===== config.mk =====
export PLATFORM = sky130hd
export DESIGN_NAME = forward_ctrl
export DESIGN_NICKNAME = d
export VERILOG_FILES = /design/src/rtl/fwd_pkg.sv /design/src/rtl/stage_tag_reg.sv /design/src/rtl/forward_ctrl.sv
export SDC_FILE = /design/constraint.sdc
export NUM_CORES = 1
export LEC_CHECK = 0
export ABC_AREA = 1
export ABC_CLOCK_PERIOD_IN_PS = 4660
export CAP_MARGIN = 20
export CORE_MARGIN = 8
export CORE_UTILIZATION = 60
export CTS_BUF_LIST = sky130_fd_sc_hd__clkbuf_16
export CTS_CLUSTER_SIZE = 40
export DETAILED_ROUTE_END_ITERATION = 7
export PLACE_DENSITY = 0.84
export SLEW_MARGIN = 15
export SYNTH_ARGS = -nofsm -noshare
export SYNTH_HDL_FRONTEND = slang
export SYNTH_HIERARCHICAL = 1
export SYNTH_SLANG_ARGS = --single-unit

===== constraint.sdc =====
create_clock -name clk -period 4.66 [get_ports clk]
set_clock_uncertainty 0.2 [all_clocks]
set_input_delay 0.932 -clock clk [delete_from_list [all_inputs] [get_ports clk]]
set_output_delay 0.932 -clock clk [all_outputs]
set_load 0.01 [all_outputs]

===== src/rtl/fwd_pkg.sv =====
// Shared definitions for the forwarding/hazard unit.
// - FWD_* : select codes driven onto forward_a / forward_b.
// - tag_t : one pipeline tag entry (destination info plus source info for DX).
// - TAG_BUBBLE : an empty slot; every field zero.
// - is_producer : true when an entry will write the given register.
package fwd_pkg;

  localparam logic [1:0] FWD_RF = 2'b00;
  localparam logic [1:0] FWD_MW = 2'b01;
  localparam logic [1:0] FWD_EM = 2'b10;

  // Specifiers are stored zero-extended to this width so the struct does not
  // depend on the instantiating module's REG_BITS (which must not exceed it).
  localparam int TAG_REG_BITS = 5;

  typedef logic [TAG_REG_BITS-1:0] reg_id_t;

  typedef struct packed {
    logic    valid;
    logic    regWrite;
    reg_id_t rd;
    logic    isLoad;
    reg_id_t rs;
    logic    rsValid;
    reg_id_t rt;
    logic    rtValid;
  } tag_t;

  localparam tag_t TAG_BUBBLE = '0;

  function automatic logic is_producer(input tag_t e, input reg_id_t r);
    return e.valid && e.regWrite && (e.rd == r);
  endfunction

endpackage


===== src/rtl/stage_tag_reg.sv =====
// Single pipeline tag entry register.
// Ports:
//   clk, rst : clock and synchronous active-high reset (clears to bubble)
//   hold     : keep the current contents (pipeline freeze)
//   bubble   : load an empty entry instead of d
//   d        : next entry contents
//   q        : registered entry
module stage_tag_reg
  import fwd_pkg::*;
(
  input  logic clk,
  input  logic rst,
  input  logic hold,
  input  logic bubble,
  input  tag_t d,
  output tag_t q
);

  tag_t r_tag;

  // hold dominates bubble so a frozen pipeline never loses an instruction
  always_ff @(posedge clk) begin
    if (rst) begin
      r_tag <= TAG_BUBBLE;
    end else if (!hold) begin
      r_tag <= bubble ? TAG_BUBBLE : d;
    end
  end

  assign q = r_tag;

endmodule


===== src/rtl/forward_ctrl.sv =====
// Hazard detection and EX operand forwarding control for the 5-stage pipeline.
// Tracks DX (ID/EX), XM (EX/MEM) and MW (MEM/WB) tag entries.
// Ports:
//   clk, rst                       : clock, synchronous active-high reset
//   ID_valid, rsValid_ID, rs_ID,
//   rtValid_ID, rt_ID, regWrite_ID,
//   rd_ID, memRead_ID              : decode-stage instruction fields
//   stall_in                       : global freeze, all entries hold
//   flush                          : squash the instruction in ID
//   forward_a, forward_b           : EX operand mux selects (registered-entry only)
//   loadUse_stall                  : hold PC/IF-ID, bubble into ID/EX
//   stallCount                     : saturating count of load-use stall cycles
module forward_ctrl
  import fwd_pkg::*;
#(
  parameter int REG_BITS = 3,
  parameter int CNT_BITS = 16
) (
  input  logic                clk,
  input  logic                rst,
  input  logic                ID_valid,
  input  logic                rsValid_ID,
  input  logic                rtValid_ID,
  input  logic [REG_BITS-1:0] rs_ID,
  input  logic [REG_BITS-1:0] rt_ID,
  input  logic                regWrite_ID,
  input  logic [REG_BITS-1:0] rd_ID,
  input  logic                memRead_ID,
  input  logic                stall_in,
  input  logic                flush,
  output logic [1:0]          forward_a,
  output logic [1:0]          forward_b,
  output logic                loadUse_stall,
  output logic [CNT_BITS-1:0] stallCount
);

  tag_t    w_id;
  tag_t    w_dx;
  tag_t    w_xm;
  tag_t    w_mw;
  reg_id_t w_rs_id;
  reg_id_t w_rt_id;
  logic    w_use_rs;
  logic    w_use_rt;
  logic    w_dx_bubble;
  logic    w_unused_mw;

  logic [CNT_BITS-1:0] r_stallCount;

  assign w_rs_id = reg_id_t'(rs_ID);
  assign w_rt_id = reg_id_t'(rt_ID);

  always_comb begin
    w_id          = TAG_BUBBLE;
    w_id.valid    = ID_valid;
    w_id.regWrite = regWrite_ID;
    w_id.rd       = reg_id_t'(rd_ID);
    w_id.isLoad   = memRead_ID;
    w_id.rs       = w_rs_id;
    w_id.rsValid  = rsValid_ID;
    w_id.rt       = w_rt_id;
    w_id.rtValid  = rtValid_ID;
  end

  // ---- Load-use hazard: ID consumer against a load sitting in DX ----
  assign w_use_rs = rsValid_ID && (w_rs_id == w_dx.rd);
  assign w_use_rt = rtValid_ID && (w_rt_id == w_dx.rd);

  assign loadUse_stall = ID_valid && w_dx.valid && w_dx.regWrite && w_dx.isLoad &&
                         (w_use_rs || w_use_rt) && !flush;

  assign w_dx_bubble = flush || loadUse_stall;

  // ---- ID -> DX ----
  stage_tag_reg u_dx (
    .clk    (clk),
    .rst    (rst),
    .hold   (stall_in),
    .bubble (w_dx_bubble),
    .d      (w_id),
    .q      (w_dx)
  );

  // ---- DX -> XM ----
  stage_tag_reg u_xm (
    .clk    (clk),
    .rst    (rst),
    .hold   (stall_in),
    .bubble (1'b0),
    .d      (w_dx),
    .q      (w_xm)
  );

  // ---- XM -> MW ----
  stage_tag_reg u_mw (
    .clk    (clk),
    .rst    (rst),
    .hold   (stall_in),
    .bubble (1'b0),
    .d      (w_xm),
    .q      (w_mw)
  );

  // Source fields and the load flag are never consulted once an entry reaches MW.
  assign w_unused_mw = ^{w_mw.isLoad, w_mw.rs, w_mw.rsValid, w_mw.rt, w_mw.rtValid};

  // ---- Forwarding selects: registered entries only, EX/MEM wins ----
  always_comb begin
    forward_a = FWD_RF;
    forward_b = FWD_RF;
    if (w_dx.valid) begin
      if (w_dx.rsValid) begin
        if (is_producer(w_xm, w_dx.rs)) begin
          forward_a = FWD_EM;
        end else if (is_producer(w_mw, w_dx.rs)) begin
          forward_a = FWD_MW;
        end
      end
      if (w_dx.rtValid) begin
        if (is_producer(w_xm, w_dx.rt)) begin
          forward_b = FWD_EM;
        end else if (is_producer(w_mw, w_dx.rt)) begin
          forward_b = FWD_MW;
        end
      end
    end
  end

  // ---- Stall performance counter, saturating at all-ones ----
  always_ff @(posedge clk) begin
    if (rst) begin
      r_stallCount <= '0;
    end else if (loadUse_stall && !stall_in && (r_stallCount != '1)) begin
      r_stallCount <= r_stallCount + 1'b1;
    end
  end

  assign stallCount = r_stallCount;

endmodule


==> results of run 1 <==
-- state kept, by name, indices dropped and copies added (netlist names) --
register    count
u_mw/q          7
u_xm/q          7
u_dx/q         20
stallCount     16
-- worst max-delay path: cells and delay by family --
kind / cells / cell delay [ps]
buf+inv: 4 / 1200
simple gates: 6 / 460
-- per-stage QoR --
stage / std cells / instance area (sq um) / utilization, %
global placement: 470 / 3160 / 68.3
floorplan: 397 / 2850 / -
CTS: 477 / 3300 / 71.2
finish: 477 / 3300 / 71.2
detailed placement: 470 / 3160 / 68.3
global route: 477 / 3300 / 71.2
-- metal layers --
metal  vias to the layer above  track usage, %  share of wire [%]
met5                         -               0                  0
met4                         0            4.53               0.40
met3                         2            4.20                5.6
met2                        69            27.6                 46
met1                      1100            21.6                 48
li1                       1290               -                  -
-- final timing paths --
| path | slack [ps] | end | cells after the start | from |
|---|---|---|---|---|
| worst max-delay path | 940 | loadUse_stall | 10 | rt_ID[2] |
| worst min-delay path | 280 | u_dx/q[0] | 2 | u_dx/q[0] |
| worst max register to register | 2550 | stallCount[2] | 8 | stallCount[0] |
| worst min register to register | 280 | u_dx/q[0] | 2 | u_dx/q[0] |
-- layout make-up --
cell class,instances,area [sq um]
multi-input combinational,292,1570
clock inverter,2,11.3
clock buffer,5,125
fill,396,1330
inverter,33,124
sequential,50,1000
timing repair buffer,41,398
tap,54,67.6
-- cells in the final DEF (no fill, tap or decap), types with 7 or more instances in the layout --
| cell type | n |
|---|---|
| a21oi_1 | 15 |
| nand2_2 | 35 |
| nand2_1 | 92 |
| xnor2_1 | 7 |
| nand3_1 | 20 |
| nor2_1 | 43 |
| nand4_1 | 9 |
| dfxtp_1 | 50 |
| clkdlybuf4s50_1 | 37 |
| inv_1 | 31 |
| conb_1 | 8 |
| a21oi_2 | 34 |
-- power breakdown --
part	switching [mW]	internal (mW)
Clock	0.156	0.194
Combinational	0.0453	0.0315
Sequential	0.00840	0.435
==> metrics.txt, run 1 <==
outcome complete, no violations; minimum clock period 3720 ps; Avg Cell Area, Syn 7.25 sq um; Power Density 264 mW/mm^2; Fmax achieved 269 MHz; Hold Buf Count CTS 0; drt pass-1 iters 4; Most common cell on crit path nand2_1; FP Rows 25; post-DP HPWL 4250 um; drt wl/cell 12.5 um; Post-CTS Resized 0; Worst slew margin 60.9%; GPL Wtd Cong 0.922; Critical Path RT 3530 ps; worst hold margin 278 ps; Die Wd 84.7 um; residual DRC count 0; Worst-Margin Slew 585 ps; Via Count 2461; CTS Root Cell clkbuf_16; largest net degree at the start of global routing 36; Worst path slowest cell clkdlybuf4s50_1; total clock sinks 50; P_leak 1.25 nW; min-delay worst type flop to flop; Tcrit/Tclk final 79.8%; GRT Residual Overflow 0; crit-path cells clkdlybuf4s50_1, inv_1, nand2_1, nand2_1, nor2_1, nand2_1, nand2_2, nand3_4, inv_1, clkdlybuf4s50_1; Initial Utilization 61.1%; setup bufs post-CTS 0; GRT Total Usage 16.9%; layout cells sized above 1 21.0%; CTS tree built; startpoint types input pin; crit path capture type output port; critical path fanouts, max 3; placeable core area 0.00463 sq mm; RSZ-0062 raised after global routing no; Place WS 942 ps; initial antenna violation count 0; Cells after Synth 390; Synth Cell Area 0.00283 sq mm; clk_lat worst skew 290 ps; total power 0.871 mW; Arr. time, crit path 2590 ps; Die H 84.7 um; # setup viols final 0; Slew Limit Fails 0; Top-Level Pins 39; MaxCap Viol Count 0; Setup TNS Final 0 ps; Via-to-Cell Ratio 5.16; final WL 5940 um; final net count 442; PortBufs 38; remaining antenna violation count 0; DRT iter0 DRCs 201; die area 0.00717 sq mm; Setup Crit Path Kind input pin to output port; Synth Warn # 6; Setup WS post-layout 943 ps; area grow syn2layout 16.6%; CP peak stage delay 550 ps; Final Hold Fails 0; peak supply drop 0.000146 V; first-pass GRT wire length 10200 um; vias in the first global route 2219; H-Tree Level Count 2; CTS buffer count 5; Max clock buf depth 2; Clock Pin Slew Worst Setup and Hold Paths 60 ps; ANT cells 0
Power figures use the tool's default switching activity.
==> run 2, diff against run 1 <==
--- a/config.mk
+++ b/config.mk
@@ -6,14 +6,14 @@
 export NUM_CORES = 1
 export LEC_CHECK = 0
 export ABC_AREA = 1
-export ABC_CLOCK_PERIOD_IN_PS = 4660
+export ABC_CLOCK_PERIOD_IN_PS = 3300
 export CAP_MARGIN = 20
 export CORE_MARGIN = 8
-export CORE_UTILIZATION = 60
+export CORE_UTILIZATION = 53
 export CTS_BUF_LIST = sky130_fd_sc_hd__clkbuf_16
 export CTS_CLUSTER_SIZE = 40
 export DETAILED_ROUTE_END_ITERATION = 7
-export PLACE_DENSITY = 0.84
+export PLACE_DENSITY = 0.78
 export SLEW_MARGIN = 15
 export SYNTH_ARGS = -nofsm -noshare
 export SYNTH_HDL_FRONTEND = slang
==> constraint.sdc (replaced) <==
create_clock -name clk -period 3.3 [get_ports clk]
set_clock_uncertainty 0.2 [all_clocks]
set_input_delay 0.66 -clock clk [delete_from_list [all_inputs] [get_ports clk]]
set_output_delay 0.66 -clock clk [all_outputs]
set_load 0.01 [all_outputs]
==> metrics.txt, run 2 (synthesis gave the netlist of run 1 again) <==
outcome complete, no violations; Post-CTS Resized 0 (unchanged); Switching Share 24.2% (+0.064 points); most common cell after layout, fill and taps aside nand2_1; sequential cell fraction of total power 50.7% (-0.2 points); startpoint types input pin; MaxCap Viol Count 0 (unchanged); Arr. time, crit path 2280 ps (-310 ps); drt pass-1 iters 4 (unchanged); most frequent cells in the layout nand2_1 (92), dfxtp_1 (50), nor2_1 (43); Fmax achieved 318 MHz; residual DRC count 0 (unchanged); FP Rows 26 (+4.0%); Via-to-Cell Ratio 5.05 (-2.1%); layout cells sized above 1 21.4% (+0.37 points); CTS Root Cell clkbuf_16; M2 GR Usage 27.2% (-0.47 points); PortBufs 38 (unchanged); Combinational Power Share 9.0% (+0.2 points); Pint 0.936 mW (+42%); Setup TNS Final 0 ps (unchanged); Clock Power Share 40.4% (about the same); Slew Limit Fails 0 (unchanged); Final Hold Fails 0 (unchanged); # setup viols final 0 (unchanged); placeable core area 0.00514 sq mm (+11%); P_leak 1.25 nW (+0.40%); drt wl/cell 12.3 um (-1.4%); GR Util met3 3.95% (-0.24 points); Reg2Reg Setup Slack 1290 ps (-1260 ps); peak supply drop 0.000253 V (+73%); met1 usage 20.9% (-0.69 points); Hold Buf Count CTS 0 (unchanged); CTS tree built; Critical Path RT 2440 ps (-1090 ps); Top-Level Pins 39 (unchanged); final WL 6080 um (+2.4%); Via Count 2499 (+1.5%); CTS buffer count 5 (unchanged); post-DP HPWL 4500 um (+6.0%); Worst R2R Start u_dx/q[15]; Die Wd 89.0 um (+5.2%); setup bufs post-CTS 0 (unchanged); die area 0.00793 sq mm (+11%); total clock sinks 50 (unchanged); Clock Pin Slew Worst Setup and Hold Paths 60 ps (about the same); Setup crit end loadUse_stall; largest net degree at the start of global routing 35 (-2.8%); GRT Residual Overflow 0 (unchanged); Tcrit/Tclk final 95.2%; first-pass GRT wire length 10500 um (+2.9%); RSZ-0062 raised after global routing no; remaining antenna violation count 0 (unchanged); Reg-to-Reg End stallCount[4]; GRT Total Usage 16.5% (-0.45 points); H-Tree Level Count 2 (unchanged); number of flip-flops in the largest register 20 (unchanged); DRT iter0 DRCs 150 (-25%); clk_lat worst skew 290 ps (about the same); worst setup path startpoint rt_ID[1]; area grow syn2layout 17.7%; Max clock buf depth 2 (unchanged); critical path fanouts, max 3 (unchanged); min-delay worst type flop to flop; worst reg-to-reg path cell count 11 (+3); Worst-Margin Slew 597 ps (+11.6 ps); initial antenna violation count 0 (unchanged); vias in the first global route 2318 (+4.5%); Switch Pwr 0.299 mW (+42%); Worst slew margin 60.1% (-0.78 points); crit path capture type output port; final net count 443 (+0.23%); Power Density 371 mW/mm^2 (+40%); ANT cells 0 (unchanged); Die H 89.0 um (+5.2%); global route hottest layer met2; final core occ 64.8% (-6.4 points); Setup Crit Path Kind input pin to output port; Initial Utilization 55.0% (-6.1 points); GPL Wtd Cong 0.928 (+0.67%); minimum clock period 3140 ps
-- run 2: cell count changes in the layout (fill, tap and decap cells not counted), sizes merged --
cell,change
buf,+1
clkinv,+2
inv,-1
-- run 2: worst max-delay path: stages --
cell and delay, ps:
clkdlybuf4s50_1 520, inv_1 50, nand2_1 50, nand2_1 50, nor2_1 110, nand2_1 70, nand2_2 100, nand3_4 90
inv_1 60, clkdlybuf4s50_1 520
-- run 2: how the worst min path moves through the flow --
stage / startpoint / endpoint / slack [ps] / cells past startpoint
floorplan: u_dx/q[0] / u_dx/q[0] / 250 / 2
global placement: u_dx/q[0] / u_dx/q[0] / 260 / 2
detailed placement: u_dx/q[0] / u_dx/q[0] / 260 / 2
CTS: u_dx/q[0] / u_dx/q[0] / 270 / 2
global route: u_mw/q[18] / u_mw/q[18] / 290 / 2
finish: u_dx/q[0] / u_dx/q[0] / 270 / 2
-- run 2: cell type report --
| cell class | instances | area, sq um |
|---|---|---|
| clock buffers | 5 | 125 |
| clock inverters | 3 | 16.3 |
| fillers | 498 | 1810 |
| inverters | 33 | 124 |
| multi-input cells | 292 | 1570 |
| flip-flops and latches | 50 | 1000 |
| well taps | 70 | 87.6 |
| repair buffers | 42 | 405 |
-- run 2: metrics by stage --
step / power (mW) / area [sq um] / hold WS [ps] / worst slack (ps) / std cells
after floorplan: 0.718 / 2850 / 248 / 1270 / 397
after global placement: 0.748 / 3190 / 259 / 158 / 487
after detailed placement: 0.750 / 3190 / 264 / 135 / 487
after CTS: 1.24 / 3330 / 274 / 132 / 495
after global routing: 1.28 / 3330 / 289 / 8.79 / 495
final: 1.24 / 3330 / 270 / 157 / 495
-- run 2: power groups by stage --
stage               Sequential (mW)  Clock (mW)  Combinational [mW]
floorplan                     0.636           0              0.0820
global placement              0.639           0               0.108
detailed placement            0.639           0               0.111
CTS                           0.626       0.506               0.111
global route                  0.627       0.534               0.123
finish                        0.626       0.498               0.111
-- run 2: routing by layer --
layer / part of all wire [%] / wire [um]
met1: 48 / 2930
met2: 46 / 2810
met3: 4.6 / 278
met4: 1.0 / 62
met5: 0 / 0
==> run 3, diff against run 2 <==
--- a/config.mk
+++ b/config.mk
@@ -6,14 +6,13 @@
 export NUM_CORES = 1
 export LEC_CHECK = 0
 export ABC_AREA = 1
-export ABC_CLOCK_PERIOD_IN_PS = 3300
+export ABC_CLOCK_PERIOD_IN_PS = 3000
 export CAP_MARGIN = 20
 export CORE_MARGIN = 8
-export CORE_UTILIZATION = 53
+export CORE_UTILIZATION = 40
 export CTS_BUF_LIST = sky130_fd_sc_hd__clkbuf_16
 export CTS_CLUSTER_SIZE = 40
 export DETAILED_ROUTE_END_ITERATION = 7
-export PLACE_DENSITY = 0.78
 export SLEW_MARGIN = 15
 export SYNTH_ARGS = -nofsm -noshare
 export SYNTH_HDL_FRONTEND = slang
==> constraint.sdc (replaced) <==
create_clock -name clk -period 3 [get_ports clk]
set_clock_uncertainty 0.2 [all_clocks]
set_input_delay 0.6 -clock clk [delete_from_list [all_inputs] [get_ports clk]]
set_output_delay 0.6 -clock clk [all_outputs]
set_load 0.01 [all_outputs]
==> metrics.txt, run 3 (synthesis gave the netlist of run 1 again) <==
# setup viols final 0 (unchanged); min-delay worst type flop to flop; Setup Crit Path Kind flop to output port; Place WS -17.0 ps (-152 ps); met1 usage 15.8% (-5.0 points); Hold Buf Count CTS 0 (unchanged); Die H 100 um (+12%); Final Cell Area 0.00343 sq mm (+2.9%); critical path fanouts, max 5 (+2); Worst slew margin 62.7% (+2.6 points); first-pass GRT wire length 10800 um (+3.5%); layout cells sized above 1 22.3% (+0.91 points); crit path capture type output port; Via Count 2452 (-1.9%); Inst Count DP 519 (+6.6%); PortBufs 38 (unchanged); CTS Root Cell clkbuf_16; outcome complete, no violations; H-Tree Level Count 2 (unchanged); Power Density 396 mW/mm^2 (+6.8%); Worst-Margin Slew 559 ps (-37.9 ps); drt pass-1 iters 4 (unchanged); GPL Wtd Cong 0.814 (-12%); final net count 449 (+1.4%); CTS tree built; MaxCap Viol Count 0 (unchanged); minimum clock period 2780 ps; area grow syn2layout 21.2%; Critical Path RT 2200 ps (-240 ps); P_leak 1.29 nW (+3.3%); crit-path cells o21ai_0, nor3_1, nand3_1, nor3_1, clkdlybuf4s50_1; total power 1.36 mW (+9.9%); drt wl/cell 11.9 um (-3.2%); DRT iter0 DRCs 97 (-35%); Initial Utilization 41.4% (-14 points); startpoint types flop; Die Wd 100 um (+12%); Worst path slowest cell clkdlybuf4s50_1; CP peak stage delay 580 ps (+60 ps); Arr. time, crit path 1980 ps (-300 ps); GRT Residual Overflow 0 (unchanged); M2 GR Usage 22.6% (-4.6 points); clk_lat worst skew 280 ps (about the same); most frequent cells in the layout nand2_1 (92), dfxtp_1 (50), nor2_1 (43); Max clock buf depth 2 (unchanged); die area 0.0100 sq mm (+26%); # fillers 728 (+46%); Tcrit/Tclk final 92.7%; Fmax achieved 360 MHz; largest net degree at the start of global routing 35 (unchanged); global route hottest layer met2; GRT Total Usage 13.3% (-3.2 points); Slew Limit Fails 0 (unchanged); Via-to-Cell Ratio 4.66 (-7.7%); final WL 6260 um (+2.9%); post-DP HPWL 4680 um (+3.8%); Top-Level Pins 39 (unchanged); Non-Filler Instances 526 (+6.3%); RSZ-0062 raised after global routing no; CTS buffer count 5 (unchanged); number of flip-flops in the largest register 20 (unchanged); most common cell after layout, fill and taps aside nand2_1; ANT cells 0 (unchanged); cell area after placement 0.00329 sq mm (+3.2%); remaining antenna violation count 0 (unchanged); FP Rows 30 (+15%); total clock sinks 50 (unchanged); Setup WS post-layout 219 ps (+62.2 ps); residual DRC count 0 (unchanged); Clock Pin Slew Worst Setup and Hold Paths 60 ps (about the same); vias in the first global route 2340 (+0.95%); Final Hold Fails 0 (unchanged); GR Util met3 3.60% (-0.35 points); peak supply drop 0.000194 V (-24%); Most common cell on crit path nor3_1; initial antenna violation count 0 (unchanged); placeable core area 0.00683 sq mm (+33%)
-- run 3: changes by cell type in the layout (fill, tap and decap cells not counted) --
cell             before  now
buf_12                0    2
dlygate4sd2_1         0    1
clkdlybuf4s50_1      37   36
inv_1                30   31
clkinv_2              1    0
clkinv_1              2    1
buf_4                 4    8
-- run 3: metal layers --
| metal | vias up | share of wire (%) |
|---|---|---|
| li1 | 1315 | - |
| met1 | 1103 | 48 |
| met2 | 32 | 48 |
| met3 | 2 | 3.4 |
| met4 | 0 | 0.59 |
| met5 | - | 0 |
-- run 3: final cells by class --
cell class                      instances  area, sq um  area share, %
Multi-Input combinational cell        292         1570           45.8
Clock inverter                          2         11.3          0.329
Sequential cell                        50         1000           29.2
Tap cell                               96          120           3.51
Inverter                               33          124           3.62
Timing Repair Buffer                   48          474           13.8
Clock buffer                            5          125           3.65
-- run 3: path summary, 6_finish.rpt --
kind	depth (start not counted)	from	slack (ps)	to
hold reg to reg	2	u_dx/q[0]	280	u_dx/q[0]
setup reg to reg	13	u_dx/q[13]	990	stallCount[0]
setup / recovery	5	u_xm/q[16]	220	forward_a[1]
hold / removal	2	u_dx/q[0]	280	u_dx/q[0]
-- run 3: timing repair --
item / in CTS / in global routing
endpoints found under the hold margin: 0 / 0
setup buffers: 0 / 0
setup endpoints to repair: 1 / 0
resized for setup: 1 / 0
-- run 3: worst max-delay path, delay by kind of cell (launching register included) --
kind,cells,cell delay (ps)
buffers and inverters,1,580
AND/OR/NAND/NOR,3,510
flip-flops,1,470
AO/OA/AOI/OAI,1,140
-- run 3: through the flow --
step                      setup TNS [ps]  utilization [%]  hold slack, ps
final                                  0             50.1             276
after global routing                   0             50.1             306
after CTS                              0             50.1             279
after detailed placement           -17.0             48.2             269
after global placement                 0             48.2             265
after floorplan                        0                -             248
-- run 3: report_power, final --
part	leakage, nW	switching [mW]	internal (mW)
registers	0.405	0.0134	0.675
clock network	0.0671	0.238	0.302
logic	0.821	0.0723	0.0565
total	1.29	0.324	1.03
